**config.mk**
```make
export PLATFORM = sky130hd
export DESIGN_NAME = button_debouncer
export DESIGN_NICKNAME = d
export VERILOG_FILES = /design/src/rtl/button_pkg.sv /design/src/rtl/sync_2ff.sv /design/src/rtl/button_debouncer.sv
export SDC_FILE = /design/constraint.sdc
export NUM_CORES = 1
export LEC_CHECK = 0
export CAP_MARGIN = 20
export CORE_UTILIZATION = 55
export DETAILED_ROUTE_END_ITERATION = 6
export PLACE_DENSITY = 0.72
export SETUP_SLACK_MARGIN = 0.5
export SLEW_MARGIN = 25
export SYNTH_ARGS = -nofsm -noshare
export SYNTH_HDL_FRONTEND = slang
export SYNTH_SLANG_ARGS = --single-unit
```
**constraint.sdc**
```tcl
create_clock -name clk -period 2.7 [get_ports clk]
set_clock_uncertainty 0.15 [all_clocks]
set_input_delay 0.405 -clock clk [delete_from_list [all_inputs] [get_ports clk]]
set_output_delay 0.405 -clock clk [all_outputs]
set_load 0.02 [all_outputs]
```
**src/rtl/button_pkg.sv**
```systemverilog
// Shared button/LED definitions: debouncer state encoding and the button and LED level constants.
// Imported by the debouncer here and by the LED FSM downstream.
package button_pkg;

    typedef enum logic [1:0] {
        RELEASED      = 2'd0,
        CHECK_PRESS   = 2'd1,
        PRESSED       = 2'd2,
        CHECK_RELEASE = 2'd3
    } btn_state_t;

    localparam logic BTN_PRESSED  = 1'b1;
    localparam logic BTN_RELEASED = 1'b0;

    localparam logic LED_ON  = 1'b1;
    localparam logic LED_OFF = 1'b0;

endpackage

```
**src/rtl/sync_2ff.sv**
```systemverilog
// Generic two-flop synchroniser for a single asynchronous pin.
// Two cycles of latency; the reset value is chosen by the caller so the pin reads as idle.
module sync_2ff #(
    parameter logic RESET_VAL = 1'b0
) (
    input  logic clk,
    input  logic reset,
    input  logic d,
    output logic q
);

    logic meta;

    always_ff @(posedge clk or posedge reset) begin
        if (reset) begin
            meta <= RESET_VAL;
            q    <= RESET_VAL;
        end else begin
            meta <= d;
            q    <= meta;
        end
    end

endmodule

```
**src/rtl/button_debouncer.sv**
```systemverilog
// Push-button conditioner: synchronise, debounce with a stable-count FSM, emit level plus press/release/long-press pulses.
// A stable change reaches btn_level DEBOUNCE_CYCLES+2 edges after first being sampled.
module button_debouncer
    import button_pkg::*;
#(
    parameter int unsigned DEBOUNCE_CYCLES   = 50000,
    parameter int unsigned LONG_PRESS_CYCLES = 50000000,
    parameter bit          BTN_ACTIVE_HIGH   = 1'b1
) (
    input  logic clk,
    input  logic reset,
    input  logic btn_raw,
    output logic btn_level,
    output logic press_pulse,
    output logic release_pulse,
    output logic long_press
);

    localparam int DBC_W  = $clog2(DEBOUNCE_CYCLES + 1);
    localparam int HOLD_W = (LONG_PRESS_CYCLES == 0) ? 1 : $clog2(LONG_PRESS_CYCLES + 1);

    localparam logic [DBC_W-1:0]  DBC_DONE  = DBC_W'(DEBOUNCE_CYCLES);
    localparam logic [HOLD_W-1:0] HOLD_MAX  = HOLD_W'(LONG_PRESS_CYCLES);
    localparam logic [HOLD_W-1:0] HOLD_FIRE = (LONG_PRESS_CYCLES == 0) ? '0 : HOLD_W'(LONG_PRESS_CYCLES - 1);
    localparam bit                LP_EN     = (LONG_PRESS_CYCLES != 0);

    logic              btn_norm;
    logic              sync_q;
    btn_state_t        state;
    logic [DBC_W-1:0]  dbc;
    logic [HOLD_W-1:0] hold;
    logic              holding;
    logic              release_accept;

    // Normalise polarity ahead of the synchroniser so everything downstream sees 1 = pressed.
    assign btn_norm = BTN_ACTIVE_HIGH ? btn_raw : ~btn_raw;

    sync_2ff #(
        .RESET_VAL (BTN_RELEASED)
    ) u_sync (
        .clk   (clk),
        .reset (reset),
        .d     (btn_norm),
        .q     (sync_q)
    );

    assign holding        = (state == PRESSED) || (state == CHECK_RELEASE);
    assign release_accept = (state == CHECK_RELEASE) && (sync_q == BTN_RELEASED) && (dbc == DBC_DONE);

    always_ff @(posedge clk or posedge reset) begin
        if (reset) begin
            state         <= RELEASED;
            dbc           <= '0;
            hold          <= '0;
            btn_level     <= BTN_RELEASED;
            press_pulse   <= 1'b0;
            release_pulse <= 1'b0;
            long_press    <= 1'b0;
        end else begin
            press_pulse   <= 1'b0;
            release_pulse <= 1'b0;
            long_press    <= 1'b0;

            // Hold time keeps running through a release check; the threshold is crossed once per press
            // because the counter saturates at LONG_PRESS_CYCLES. A release wins a same-cycle tie.
            if (holding) begin
                if (hold != HOLD_MAX) begin
                    hold <= hold + 1'b1;
                end
                if (LP_EN && (hold == HOLD_FIRE) && !release_accept) begin
                    long_press <= 1'b1;
                end
            end

            case (state)
                RELEASED: begin
                    if (sync_q == BTN_PRESSED) begin
                        state <= CHECK_PRESS;
                        dbc   <= DBC_W'(1);
                    end
                end
                CHECK_PRESS: begin
                    if (sync_q == BTN_RELEASED) begin
                        state <= RELEASED;
                        dbc   <= '0;
                    end else if (dbc == DBC_DONE) begin
                        state       <= PRESSED;
                        btn_level   <= BTN_PRESSED;
                        press_pulse <= 1'b1;
                        hold        <= '0;
                    end else begin
                        dbc <= dbc + 1'b1;
                    end
                end
                PRESSED: begin
                    if (sync_q == BTN_RELEASED) begin
                        state <= CHECK_RELEASE;
                        dbc   <= DBC_W'(1);
                    end
                end
                CHECK_RELEASE: begin
                    if (sync_q == BTN_PRESSED) begin
                        state <= PRESSED;
                        dbc   <= '0;
                    end else if (dbc == DBC_DONE) begin
                        state         <= RELEASED;
                        btn_level     <= BTN_RELEASED;
                        release_pulse <= 1'b1;
                    end else begin
                        dbc <= dbc + 1'b1;
                    end
                end
                default: begin
                    state <= RELEASED;
                    dbc   <= '0;
                end
            endcase
        end
    end

endmodule
```
; After elaboration in Yosys (flattened, before gate mapping)
; Index checks and enable logic that the tools add are counted.
[classes]
addsub = 2
eq_ne = 14
mux = 30
bitwise = 1
reduce_logical = 10
[op_table]
columns = cell, n
row1 = $mux W26, 5
row2 = $mux W16, 5
row3 = $pmux W16 S4, 1
row4 = $add A26 B1 Y26 const B, 1
row5 = $eq A26 B26 Y1 const B, 1
row6 = $ne A26 B26 Y1 const B, 1
row7 = $add A16 B1 Y16 const B, 1
row8 = $eq A16 B16 Y1 const B, 1
row9 = $mux W2, 6
row10 = $mux W1, 11
row11 = $pmux W2 S4, 1
row12 = $ne A2 B1 Y1 const B, 3
row13 = $ne A2 B2 Y1 const B, 3
row14 = $reduce_and A5 Y1, 1
row15 = $eq A2 B2 Y1 const B, 2
row16 = $reduce_and A4 Y1, 1
row17 = $logic_and A1 B1 Y1, 3
row18 = $ne A3 B1 Y1 const B, 1
row19 = $ne A3 B3 Y1 const B, 1
row20 = $eq A2 B1 Y1 const B, 1
row21 = $logic_not A2 Y1, 1
row22 = $pmux W1 S2, 1
row23 = $reduce_and A2 Y1, 1
row24 = $reduce_bool A2 Y1, 1
row25 = other kinds (3), 3
[word_totals]
reg_bits = 50
inputBits = 3
output_inout_bits = 4
elab_cells = 66

; Logic depth before layout (Yosys ltp)
[logic_depth]
word_depth = 7
ltp_mapped = 8
ltp_nobuf = 7

; Modules after synthesis
; From an unflattened synthesis, not the netlist that was laid out.
[hier_totals]
hier_cells = 283
area_unflattened_um2 = 2638.8
[by_module_without_submodules]
columns = module, n_inst, cells_per_inst, area_each_um2
row1 = button_debouncer, 1, 280, 2585.0
row2 = sync_2ff, 1, 3, 53.8

; Worst setup path after synthesis
; Ideal clock, no wire load.
[synth_path]
path_kind = reg2reg
from = register hold[0]
to = register hold[1]
arrival_ps = 1800
path_slack_ps = 629
stages_incl_launch_ff = 8
period_less_slack_ps = 2071
path_cell_list = dfrtp_1 > inv_1 > ha_1 > nor3b_1 > nand2_1 > nor4_2 > mux2_2 > a22o_1
[synth_between]
elab_chain_len = 6
[synth_lines]
columns = element, line
row1 = "start, declared", button_debouncer.sv:31  ; logic [HOLD_W-1:0] hold;
row2 = "start signal, assigned", button_debouncer.sv:68  ; hold <= hold + 1'b1;
row3 = $add A26 B1 Y26 or $ne A26 B26 Y1 (tied branches), "button_debouncer.sv:68, button_debouncer.sv:67"
row4 = $mux W26 *, button_debouncer.sv:67  ; if (hold != HOLD_MAX) begin
row5 = $mux W26 *, button_debouncer.sv:66  ; if (holding) begin
row6 = $mux W26, button_debouncer.sv:86  ; end else if (dbc == DBC_DONE) begin
row7 = $mux W26, button_debouncer.sv:83  ; if (sync_q == BTN_RELEASED) begin
row8 = $mux W26 *, button_debouncer.sv:75  ; case (state)
; Every way passes the cells marked *; elsewhere a longest branch is shown, timed or not.
; A chain may end at the register's enable or synchronous reset.

; Final worst setup path
[layout_path]
from = register dbc[2]
to = register hold[18]
[layout_between]
elab_chain_len = 4
[layout_lines]
columns = element, line
row1 = "start, declared", button_debouncer.sv:30  ; logic [DBC_W-1:0] dbc;
row2 = "start signal, assigned", button_debouncer.sv:92  ; dbc <= dbc + 1'b1;
row3 = "start signal, assigned", button_debouncer.sv:110  ; dbc <= dbc + 1'b1;
row4 = $eq A16 B16 Y1, button_debouncer.sv:86
row5 = $mux W26, button_debouncer.sv:86
row6 = $mux W26, button_debouncer.sv:83
row7 = $mux W26, button_debouncer.sv:75
; Every way passes these cells.

==> flow_summary_export.csv <==
group,metric,value,unit
route,routed.top_layer,"met4",
global_route,antenna_found_initial,0,
route,drtAntennaViolNets,0,
setup_path,critPathArrivalTime,2150,ps
logic_synthesis,synth_edf_count,0,
global_route,grt_pass1_wl,9453,µm
logic_synthesis,synth.distinct_cells,51,
run,cap_violations,0,
logic_synthesis,synth.yosys.seq_area_share,45.79,%
floorplanning,start_util,57.47,%
final_layout,syn_to_final_growth,11.26,%
setup_path,start_kind,"flop",
route,wl_per_cell,15.01,µm
placement,dpl.hpwl,3708,µm
route,wl_met3,179,µm
logic_synthesis,ys_ff_latch,50,
sta,fmax,474.3,MHz
power,switching_power,0.2907,mW
logic_synthesis,synth-main-ff-cell,"dfrtp_1",
sta,setup_tns,0,ps
min_path,whs_path_depth,0,
power,ir_worst_vdd,0.2644,mV
floorplanning,pin_count,7,
power,p_total,1.340,mW
setup_path,end_kind,"flop",
logic_synthesis,synthCells,284,
logic_synthesis,ys_top_cells_by_area,"dfrtp_1 (46%), xnor2_1 (4.8%), o21ai_0 (4.2%)",
final_layout,fin_nets,300,
power,power_frac_clock,38.6,%
clock_network,clock_latency,300,ps
clock_network,hold_buffers,0,
clock_network,cts_buffers,5,
power,power_leakage,1.283,nW
logic_synthesis,yosys_warnings,0,
sta,fin_crit,2109,ps
setup_path,crit_path_max_fanout,8,
route,drt-pass1-iter-count,4,
power,p_per_area,440.6,nW/µm²
route,first_iter_violations,152,
route,met2_length,2346,µm
global_route,first_global_vias,1926,
logic_synthesis,synth_top_area_cell,"dfrtp_1",
logic_synthesis,synth.net_count,291,
floorplanning,dieArea,5254,µm²
min_path,hp-class,"flop to flop",
setup_path,rrSetupSlack,590,ps
final_layout,antenna_cells,0,
route,met1Wirelength,2862,µm
setup_path,critPathKind,"flop to flop",
clock_network,cts.sinks,50,
route,via_per_inst,5.900,
final_layout,drive_gt1_share,13.95,%
power,pwr-share-comb,4.6,%
logic_synthesis,async_reset_ff_share,100.0,%
global_route,grt_max_degree,51,
floorplanning,die_w,72.49,µm
route,via_count,2130,
route,drt_wl_total,5418,µm
sta,setup_viol,0,
logic_synthesis,synth_most_common_cell,"dfrtp_1",
power,switching_share,21.70,%
sta,report.final.slew_viol_count,0,
placement,port_buffers,6,
floorplanning,core_region_area,4755,µm²
sta,rsz0062_at_grt,"yes",
logic_synthesis,syn-cell-area,2733,µm²
sta,finalCritPeriodShare,78.09,%
clock_network,cts_max_level,2,
sta,worst_pin_slew,607.4,ps
outcome,outcome,"complete, no violations",
sta,final_hold_viol_count,0,
global_route,grt_usage,23.14,%
placement,place.gp.congestion,0.7725,
clock_network,cts_root_buf,"clkbuf_8",
clock_network,clk_path_buf_depth,2,
clock_network,clkTransAtPathRegs,90,ps
floorplanning,num_rows,25,
global_route,overflow,0,
clock_network,cts_tree,"built",
power,intPower,1.049,mW
sta,whs,205.9,ps
power,p_seq_share,56.8,%
floorplanning,die_y,72.49,µm
logic_synthesis,synthTopCellsByCount,"dfrtp_1 (50), nor2_1 (25), nand2_1 (24), o21ai_0 (23), xnor2_1 (15)",
setup_path,reg2regPathDepth,5,
sta,relSlewSlack,59.36,%
route,drc,0,
setup_path,required,2740,ps
logic_synthesis,avgSynthCellArea,9.622,µm²
logic_synthesis,netlist.area_leader.share,45.79,%
[stage by stage]
step	instances	cell area (µm²)	worst slack, ps	utilization (%)
finish	361	3040	591.5	63.95
CTS	358	2998	487.0	63.05
global route	361	3040	496.8	63.95
floorplan	284	2733	629.5	-
global placement	349	2848	303.1	59.89
detailed placement	349	2848	280.8	59.89
[logic make-up after synthesis]
kind of cell / count (synthesis) / share of synthesized area [%]
and+or+nand+nor: 126 / 27.56
adders and majority gates: 4 / 1.832
DFF: 50 / 45.79
muxes: 2 / 0.7784
xor gates and xnor gates: 25 / 8.013
buffers and inverters: 23 / 3.800
AOI/OAI and AO/OA: 54 / 12.23
[critical path, stage by stage, from the launching register on]
cell	delay, ps
dfrtp_2	450
or4b_4	590
nor4b_2	310
and3_2	320
or4_1	140
nand2_1	40
[power groups by stage]
stage	sequential [mW]	combinational, mW	clock [mW]
2_1_floorplan	0.776	0.0381	0
3_3_place_gp	0.778	0.0537	0
3_5_place_dp	0.778	0.0546	0
4_1_cts	0.761	0.0592	0.529
5_1_grt	0.762	0.0707	0.559
6_report	0.761	0.0611	0.517
[sequential cells by signal (all words and copies together), names as in the netlist, named ones only]
| register | count |
|---|---|
| u_sync.meta | 1 |
| state | 1 |
| btn_level | 1 |
| hold | 26 |
| press_pulse | 1 |
| long_press | 1 |
| u_sync.q | 1 |
| dbc | 16 |
| release_pulse | 1 |
[metal layers]
metal / track usage [%] / vias up
met5: 0 / -
met4: 5.011 / 0
met3: 4.583 / 2
met2: 32.09 / 36
met1: 37.17 / 1039
li1: - / 1053
[final timing paths]
| check | start | end |
|---|---|---|
| setup / recovery | dbc[2]$_DFFE_PP0P_ | hold[18]$_DFF_PP0_ |
| hold / removal | u_sync.meta$_DFF_PP0_ | u_sync.q$_DFF_PP0_ |
| setup reg to reg | dbc[2]$_DFFE_PP0P_ | hold[18]$_DFF_PP0_ |
| hold reg to reg | u_sync.meta$_DFF_PP0_ | u_sync.q$_DFF_PP0_ |
| max in group asynchronous | reset | hold[0]$_DFF_PP0_ |
| min in group asynchronous | reset | hold[23]$_DFF_PP0_ |
[layout by cell type (no fill, tap or decap), types with 4 or more instances in the layout]
cell,n
and4_1,6
clkdlybuf4s50_1,6
nor3_1,5
dfrtp_1,45
xnor2_1,15
dfrtp_2,5
ha_1,4
and2_1,4
nand2_1,24
clkbuf_8,5
nand3_1,13
o21ai_0,23
nor2_1,25
a31oi_1,5
a22o_1,8
a21oi_1,8
xor2_1,10
inv_1,9
buf_4,9
nand4_1,11
[layout make-up]
cell class	count	area [µm²]
Clock inverter	3	40.04
Multi-Input combinational cell	211	1425
Fill cell	385	1714
Sequential cell	50	1257
Timing Repair Buffer	15	127.6
Inverter	10	37.54
Clock buffer	5	68.82
Tap cell	67	83.83
[what timing repair did]
item                                    in CTS  in global routing
hold endpoints to repair                     0                  0
setup buffers                                1                  3
endpoints found under the setup margin       4                 15
pin swaps                                    1                  3
resized for setup                            5                  8
(Power assumes the default switching activity.)
